**src/rtl/rf_wb_sched.sv**
```systemverilog
// Writeback port scheduler for the integer register file: round-robin arbitration of
// execute-stage writebacks onto the single write port, plus a busy scoreboard that stalls decode.
module rf_wb_sched #(
    parameter int NREQ = 3,
    parameter int XLEN = 64,
    parameter int NREG = 32
) (
    input  logic                 clk,
    input  logic                 rst,
    input  logic [NREQ-1:0]      wb_valid,
    output logic [NREQ-1:0]      wb_ready,
    input  logic [5*NREQ-1:0]    wb_rdc,
    input  logic [XLEN*NREQ-1:0] wb_data,
    output logic                 rf_w,
    output logic [4:0]           rf_rdc,
    output logic [XLEN-1:0]      rf_rd,
    input  logic                 iss_valid,
    input  logic                 iss_wr,
    input  logic [4:0]           iss_rdc,
    input  logic [4:0]           iss_rs1c,
    input  logic [4:0]           iss_rs2c,
    output logic                 iss_stall,
    output logic [NREG-1:0]      busy,
    output logic                 sb_err
);
    localparam int PW = (NREQ > 1) ? $clog2(NREQ) : 1;

    logic [PW-1:0]   ptr_q, ptr_d;
    logic [NREQ-1:0] grant;
    logic [PW-1:0]   gidx;
    logic            xfer;
    logic [4:0]      sel_rdc;
    logic [XLEN-1:0] sel_data;
    logic            rf_w_q, rf_w_d;
    logic [4:0]      rf_rdc_q, rf_rdc_d;
    logic [XLEN-1:0] rf_rd_q, rf_rd_d;
    logic [NREG-1:0] busy_q, busy_d;
    logic            sb_err_q, sb_err_d;
    logic            h1, h2, hd, iss_set;

    // Scan from the pointer upward; the first valid requester wins.
    always_comb begin
        int idx;
        grant = '0;
        gidx  = '0;
        xfer  = 1'b0;
        idx   = 0;
        for (int k = 0; k < NREQ; k++) begin
            idx = (int'(ptr_q) + k) % NREQ;
            if (!xfer && wb_valid[idx]) begin
                grant[idx] = 1'b1;
                gidx       = PW'(idx);
                xfer       = 1'b1;
            end
        end
    end

    assign wb_ready = grant;
    assign sel_rdc  = wb_rdc[int'(gidx)*5 +: 5];
    assign sel_data = wb_data[int'(gidx)*XLEN +: XLEN];

    always_comb begin
        ptr_d = ptr_q;
        if (xfer) begin
            ptr_d = (gidx == PW'(NREQ-1)) ? '0 : gidx + PW'(1);
        end
    end

    // Writes to x0 are accepted but never reach the regfile or the scoreboard.
    always_comb begin
        rf_w_d   = xfer && (sel_rdc != 5'd0);
        rf_rdc_d = rf_rdc_q;
        rf_rd_d  = rf_rd_q;
        if (rf_w_d) begin
            rf_rdc_d = sel_rdc;
            rf_rd_d  = sel_data;
        end
    end

    assign h1        = (iss_rs1c != 5'd0) && busy_q[iss_rs1c];
    assign h2        = (iss_rs2c != 5'd0) && busy_q[iss_rs2c];
    assign hd        = iss_wr && (iss_rdc != 5'd0) && busy_q[iss_rdc];
    assign iss_stall = iss_valid && (h1 || h2 || hd);
    assign iss_set   = iss_valid && iss_wr && !iss_stall && (iss_rdc != 5'd0);

    // Clear lands on the regfile commit edge; the WAW stall keeps set and clear disjoint.
    always_comb begin
        busy_d = busy_q;
        if (rf_w_q) begin
            busy_d[rf_rdc_q] = 1'b0;
        end
        if (iss_set) begin
            busy_d[iss_rdc] = 1'b1;
        end
        busy_d[0] = 1'b0;
        sb_err_d  = sb_err_q || (rf_w_d && !busy_q[sel_rdc]);
    end

    always_ff @(posedge clk or posedge rst) begin
        if (rst) begin
            ptr_q    <= '0;
            rf_w_q   <= 1'b0;
            rf_rdc_q <= '0;
            rf_rd_q  <= '0;
            busy_q   <= '0;
            sb_err_q <= 1'b0;
        end else begin
            ptr_q    <= ptr_d;
            rf_w_q   <= rf_w_d;
            rf_rdc_q <= rf_rdc_d;
            rf_rd_q  <= rf_rd_d;
            busy_q   <= busy_d;
            sb_err_q <= sb_err_d;
        end
    end

    assign rf_w   = rf_w_q;
    assign rf_rdc = rf_rdc_q;
    assign rf_rd  = rf_rd_q;
    assign busy   = busy_q;
    assign sb_err = sb_err_q;
endmodule

```
**config.mk**
```make
export PLATFORM = sky130hd
export DESIGN_NAME = rf_wb_sched
export DESIGN_NICKNAME = d
export VERILOG_FILES = /design/src/rtl/rf_wb_sched.sv
export SDC_FILE = /design/constraint.sdc
export NUM_CORES = 1
export LEC_CHECK = 0
export BUFFER_PORTS_ARGS = -buffer_cell sky130_fd_sc_hd__clkbuf_2
export CORE_MARGIN = 3
export CORE_UTILIZATION = 42
export CTS_CLUSTER_DIAMETER = 100
export CTS_CLUSTER_SIZE = 16
export DETAILED_ROUTE_END_ITERATION = 6
export PLACE_DENSITY = 0.77
export REMOVE_ABC_BUFFERS = 1
export SETUP_SLACK_MARGIN = 0.4
export SYNTH_ARGS = -nofsm -noshare
export SYNTH_HDL_FRONTEND = slang
export SYNTH_SLANG_ARGS = --single-unit
```
**constraint.sdc**
```tcl
create_clock -name clk -period 2.85 [get_ports clk]
set_input_delay 0 -clock clk [delete_from_list [all_inputs] [get_ports clk]]
set_output_delay 0 -clock clk [all_outputs]
set_load 0.02 [all_outputs]
```
==> qor.yml, run 1 <==
routing:
  wl_um: 30190
  wire_per_inst_um: 20.06
  vias: 8915
  detail-route-antenna-nets: 0
  first_pass_iters: 6
  drc_errors: 0
  drt_iter0_markers: 978
  vias_per_cell: 5.924
placed_design:
  gp_congestion: 0.9733
  hpwl_um: 18780
  io_buffers: 334
die:
  die-area_mm2: 0.01759
  die_h_um: 132.6
  io-pin-count: 336
  initial_core_util_pct: 43.66
  core_area_mm2: 0.01543
  placementRows: 45
  fp.dieW_um: 132.6
flow_run:
  maxCapViolCount: 0
pwr:
  p_per_area_mw_per_mm2: 1503
  switching_share_pct: 49.18
  pwr-share-seq_pct: 19.2
  switchingPower_uw: 8243
  p_leak_uw: 0.005407
  pwr-share-clk_pct: 7.6
  comb_power_share_pct: 73.1
  ir_drop_v: 0.0009727
  internal_power_uw: 8517
timing:
  finalCriticalPeriod_ns: 3.185
  skew_ns: 0.01342
  setup_viol: 70
  post-route-period-util_pct: 111.7
  timing.final.hold_violations: 0
  fmax_mhz: 314.0
  tightest_slew_ns: 0.6994
  slew_headroom_pct: 53.37
  fin_ws_ns: -0.3346
  rsz0062_at_grt: "yes"
  fin_hold_ws_ns: 0.04367
  slew_violations: 0
final_layout:
  postLayoutCoreUtil_pct: 72.28
  drive_gt1_share_pct: 47.41
  syn2layout_area_growth_pct: 65.56
  nNetsFinal: 1521
worst_setup_path:
  cp-start-kind: "flop"
  crit_type: "flop to flop"
  crit_fanout: 7
  cpLargestDelayFamily: "compound AO/OA/AOI/OAI gates"
  cpMostUsedCell: "o21ai_1"
  critPathMaxStageDelay_ns: 0.48
  path_cells: "ha_4, a21oi_1, o21ai_1, a221o_1, nor2_1, a211oi_4, o41ai_4, buf_6, clkbuf_16, buf_8, nand2_2, o21ai_1"
  cp.arrival_ns: 3.45
  slowest_stage: "a221o_1"
  critPathRequiredTime_ns: 3.11
  end_kind: "flop"
  cp_num_buf_inv: 3
synthesis:
  yosysTopAreaCellShare_pct: 38.64
  synth_cell_types: 60
  synth-seq-cells: 104
  yosysMostFrequentCell: "nand2_1"
  synth-edff-count: 0
  syn_avg_cell_area_um2: 8.056
  synth_area_mm2: 0.006735
  async_reset_ff_share_pct: 100.0
  ys_top_cells_by_count: "nand2_1, a21oi_1, o21ai_0, dfrtp_1, clkbuf_1"
  synthTopCellsByArea: "dfrtp_1, nand2_1, a21oi_1"
  syn_inst: 836
  synthFlopType: "dfrtp_1"
  synth_top_area_cell: "dfrtp_1"
  yosysWarnings: 0
  seq_area_frac_synth_pct: 38.64
global_routing:
  grt_pass1_vias: 8325
  grt_overflow: 0
  grt_pass1_wl_um: 42950
  grt.total_usage_pct: 30.07
  grt_max_degree: 118
  antenna_found_initial: 1
outcome:
  status: "finished, violations left"
  violations: "negative setup slack"
clocking:
  htree_num_levels: 3
  cts_tree: "yes"
  clock_latency_ns: 0.36
  clk_root_buffer_cell: "clkbuf_16"
  numCtsBuffers: 9
  clock_path_buffers: 2
  clock_sinks: 104
  clk_pin_slew_ns: 0.08
worst_hold_path:
  hp-class: "input pin to flop"
stage by stage:
stage               TNS (ns)  setup WS, ns  instance area (um2)  total power, uW  instances
finish                -17.08       -0.3346                11150            16760       1505
global route          -25.81       -0.4760                11150            17630       1505
CTS                   -3.282      -0.08376                10360            14220       1480
detailed placement    -11.91       -0.2456                 8947            11680       1380
global placement      -9.331       -0.1841                 8947            11440       1380
floorplan            -496.72        -7.037                 6469             7990        778
worst register-to-register path: cells and delay by family (launching register included):
| family | cells | cell delay [ns] |
|---|---|---|
| compound gates | 6 | 1.52 |
| buf+inv | 3 | 0.51 |
| flops | 1 | 0.45 |
| simple gates | 2 | 0.34 |
| fa+ha+maj | 1 | 0.29 |
placed cells by master, fill, tap and decap left out, types with 7 or more instances in the layout:
cell type / netlist / routed
mux4_2: 25 / 25
o21ai_1: 22 / 47
nand2_1: 229 / 172
dfrtp_1: 104 / 95
buf_4: 2 / 61
o21ai_2: 0 / 36
nand2_2: 0 / 33
nand3b_1: 11 / 11
clkbuf_2: 0 / 334
o21ai_0: 118 / 57
buf_6: 4 / 11
inv_1: 11 / 7
nand2_4: 0 / 24
a21oi_1: 141 / 140
nand3_1: 12 / 11
nor2_1: 15 / 13
dfrtp_2: 0 / 9
buf_12: 0 / 7
nand2b_1: 8 / 8
dlygate4sd3_1: 0 / 65
clkbuf_16: 0 / 20
mux2i_1: 14 / 13
sequential cells by signal (all words and copies together) (netlist names):
signal and flops:
rf_rd 64, sb_err 1, busy 31, rf_rdc 5, ptr_q 2, rf_w 1
timing repair:
item | in CTS | in global routing
endpoints found under the setup margin | 103 | 97
setup buffers | 15 | 11
hold buffers | 65 | 0
pin swaps | 29 | 59
gates resized for setup | 107 | 137
gates cloned | 4 | 13
hold endpoints to repair | 116 | 0
final timing paths:
kind / from / endpoint / slack (ns) / cells past startpoint
worst min-delay path: wb_data[93] / rf_rd[29] / 0.04 / 5
min in group asynchronous: rst / busy[20] / 0.30 / 3
worst max-delay path: ptr_q[1] / rf_rd[9] / -0.33 / 12
worst min register to register: rf_rd[12] / rf_rd[12] / 0.48 / 2
max in group asynchronous: rst / ptr_q[0] / 1.80 / 4
worst max register to register: ptr_q[1] / rf_rd[9] / -0.33 / 12
power by group through the flow:
stage | Combinational [uW] | Clock [uW] | Sequential [uW]
2_1_floorplan | 4290 | 0 | 3700
3_3_place_gp | 8430 | 0 | 3020
3_5_place_dp | 8650 | 0 | 3020
4_1_cts | 9860 | 1290 | 3060
5_1_grt | 13000 | 1340 | 3300
6_report | 12300 | 1280 | 3220
cell type report:
| class | count | area, um2 |
|---|---|---|
| Antenna cell | 1 | 2.502 |
| Timing Repair Buffer | 499 | 3532 |
| Tap cell | 211 | 264.0 |
| Clock inverter | 4 | 53.80 |
| Fill cell | 1080 | 4277 |
| Clock buffer | 12 | 246.5 |
| Multi-Input combinational cell | 663 | 4394 |
| Inverter | 11 | 43.79 |
| Sequential cell | 104 | 2614 |
routing by layer:
| layer | wire length, um | part of all wire (%) | global-route usage, % |
|---|---|---|---|
| met1 | 10790 | 36 | 37.14 |
| met2 | 14730 | 49 | 49.55 |
| met3 | 3127 | 10 | 7.985 |
| met4 | 1548 | 5.1 | 13.57 |
| met5 | 0 | 0 | 0 |
logic make-up after synthesis:
kind of cell             count (synthesis)  share of synthesized area (%)
flip-flops                             104                          38.64
multiplexers                            43                          11.11
buffers and inverters                   69                          4.570
other                                    1                        0.05568
adder cells (fa/ha/maj)                  4                         0.7431
AO/OA/AOI/OAI                          317                          26.01
AND/OR/NAND/NOR                        298                          18.87
No activity file was read; power rests on OpenSTA's default activity.
==> run 2, diff against run 1 <==
- CORE_AREA: default -> 3 3 130 132
- CORE_MARGIN: 3 -> default
- CORE_UTILIZATION: 42 -> default
- CTS_CLUSTER_SIZE: 16 -> 30
- DIE_AREA: default -> 0 0 133 135
- PLACE_DENSITY: 0.77 -> 0.75
- SKIP_LAST_GASP: default -> 1
- clock period: 2.85 -> 4 ns (I/O delays scaled with it)
==> run 2 against run 1 <==
The flow now finishes without violations. Die area is 2.1% higher. Cell count down 5.6%. Clock skew down 0.0016 ns. Design area shrank 15%. Count of clock-buffer cells in the layout is 1 lower. Core utilization shrank 12 points. Clock power shrank 33%. Global-route usage down 2.4 points. Sequential power is 31% lower. Hold slack worse by 0.011 ns. Critical endpoint is now rf_rd[5]. Highest routed layer is now met5.
==> qor.yml, run 2 (synthesis results as in run 1) <==
outcome:
  status: "completed"
global_routing:
  grt_max_degree: 137  # +16%
  grt_pass1_wl_um: 39710  # -7.6%
  grt_pass1_vias: 7590  # -8.8%
  grt.total_usage_pct: 27.67  # -2.4 points
  grt_overflow: 0  # unchanged
  antenna_found_initial: 1  # unchanged
clocking:
  htree_num_levels: 3  # unchanged
  numCtsBuffers: 9  # unchanged
  clock_sinks: 104  # unchanged
  clk_pin_slew_ns: 0.07  # about the same
  cts_tree: "yes"
  clock_path_buffers: 2  # unchanged
  clock_latency_ns: 0.35  # about the same
  clk_root_buffer_cell: "clkbuf_16"
pwr:
  switching_share_pct: 52.85  # +3.7 points
  comb_power_share_pct: 65.2  # -7.9 points
  finalPower_uw: 8811  # -47%
  p_leak_uw: 0.004543  # -16%
  switchingPower_uw: 4657  # -44%
  p_per_area_mw_per_mm2: 927.4  # -38%
  pwr-share-clk_pct: 9.8  # +2.2 points
  pwr-share-seq_pct: 25.1  # +5.9 points
  ir_drop_v: 0.0004538  # -53%
  internal_power_uw: 4154  # -51%
worst_setup_path:
  crit_type: "flop to flop"
  cp-start-kind: "flop"
  critPathRequiredTime_ns: 4.22  # +1.11 ns
  end_kind: "flop"
  crit_fanout: 68  # +61
  cp.arrival_ns: 3.65  # +0.20 ns
final_layout:
  fillers: 1365  # +26%
  insertedDiodeCount: 0  # -1
  multi_input_area_mm2: 0.003857  # -12%
  nNetsFinal: 1433  # -5.8%
  syn2layout_area_growth_pct: 41.06
  largest_register_ffs: 64  # unchanged
  mostFrequentLayoutCell: "clkbuf_2"
  postLayoutCoreUtil_pct: 60.02  # -12 points
  register_area_mm2: 0.002603  # -0.43%
  drive_gt1_share_pct: 33.72  # -14 points
  final_cell_mix: "clkbuf_2, nand2_1, a21oi_1"
timing:
  timing.final.hold_violations: 0  # unchanged
  post-route-period-util_pct: 85.65  # -26 points
  slew_violations: 0  # unchanged
  setup_viol: 0  # -100%
  slew_headroom_pct: 50.90  # -2.5 points
  finalCriticalPeriod_ns: 3.426  # +0.2415 ns
  skew_ns: 0.01184  # -0.001581 ns
  rsz0062_at_grt: "no"
  tightest_slew_ns: 0.7364  # +0.03706 ns
  fmax_mhz: 291.9  # -7.0%
die:
  placementRows: 46  # +2.2%
  initial_core_util_pct: 42.55  # -1.1 points
  fp.dieW_um: 133  # +0.28%
  core_area_mm2: 0.01583  # +2.6%
  die-area_mm2: 0.01796  # +2.1%
  io-pin-count: 336  # unchanged
  die_h_um: 135  # +1.8%
placed_design:
  io_buffers: 334  # unchanged
  hpwl_um: 18270  # -2.7%
  gp_congestion: 0.9448  # -2.9%
routing:
  first_pass_iters: 5  # -1
  vias: 7959  # -11%
  drt_iter0_markers: 576  # -41%
  drc_errors: 0  # unchanged
  wl_um: 26090  # -14%
  wire_per_inst_um: 18.37  # -8.4%
  detail-route-antenna-nets: 0  # unchanged
  vias_per_cell: 5.605  # -5.4%
flow_run:
  maxCapViolCount: 0  # unchanged
worst_hold_path:
  hp-class: "input pin to flop"
==> run 2: timing repair <==
| action | CTS | global route |
|---|---|---|
| hold endpoints to repair | 121 | 0 |
| endpoints found under the setup margin | 0 | 68 |
| hold buffers | 65 | 0 |
| setup buffers | 0 | 2 |
| resized for setup | 0 | 6 |
==> run 2: layer usage <==
| metal | track usage (%) | share of wire (%) | up-vias |
|---|---|---|---|
| met5 | 0 | 0.038 | - |
| met4 | 10.45 | 3.4 | 2 |
| met3 | 8.159 | 10 | 67 |
| met2 | 46.44 | 48 | 490 |
| met1 | 33.81 | 38 | 3714 |
| li1 | - | - | 3686 |
==> run 2: area by class of cell <==
cell class	instances	area share (%)
inverters	11	0.4610
flip-flops and latches	104	27.39
repair buffers	411	25.75
clock inverters	4	0.2897
clock buffers	11	2.660
multi-input cells	663	40.60
well taps	216	2.845
==> run 2: critical path, stage by stage, from the launching register on <==
cell and delay (ns):
dfrtp_1 0.40, inv_1 0.11, ha_2 0.35, o311a_1 0.44, a211o_2 0.46, mux2i_1 0.22
o21a_2 0.23, nand2_1 0.13, o41ai_4 0.30, buf_4 0.22, buf_12 0.28, o21ai_0 0.14
==> run 2: worst paths after layout <==
check	start	end	slack, ns	cells past startpoint
max reg2reg	ptr_q[0]	rf_rd[5]	0.57	11
max in group asynchronous	rst	rf_rd[49]	2.55	4
min reg2reg	rf_rd[18]	rf_rd[18]	0.47	2
max	ptr_q[0]	rf_rd[5]	0.57	11
min	wb_data[28]	rf_rd[28]	0.03	5
min in group asynchronous	rst	rf_rd[41]	0.33	3
==> run 2: metrics by stage <==
stage          TNS (ns)  hold slack, ns  setup WS [ns]  std cells  area [um2]
2_1_floorplan   -412.77          0.1778         -5.887        778        6469
3_3_place_gp          0          0.1543         0.6143       1336        8511
3_5_place_dp          0          0.1561         0.4823       1336        8511
4_1_cts               0         0.01581         0.5081       1416        9442
5_1_grt               0         0.04124         0.3781       1420        9500
6_report              0         0.03255         0.5739       1420        9500
==> run 2: power by group through the flow <==
stage / Clock [uW] / Combinational [uW] / Sequential, uW
after floorplan: 0 / 3200 / 2640
after global placement: 0 / 5360 / 2180
after detailed placement: 0 / 5480 / 2180
after CTS: 875 / 5510 / 2180
after global routing: 917 / 6310 / 2260
final: 859 / 5740 / 2210
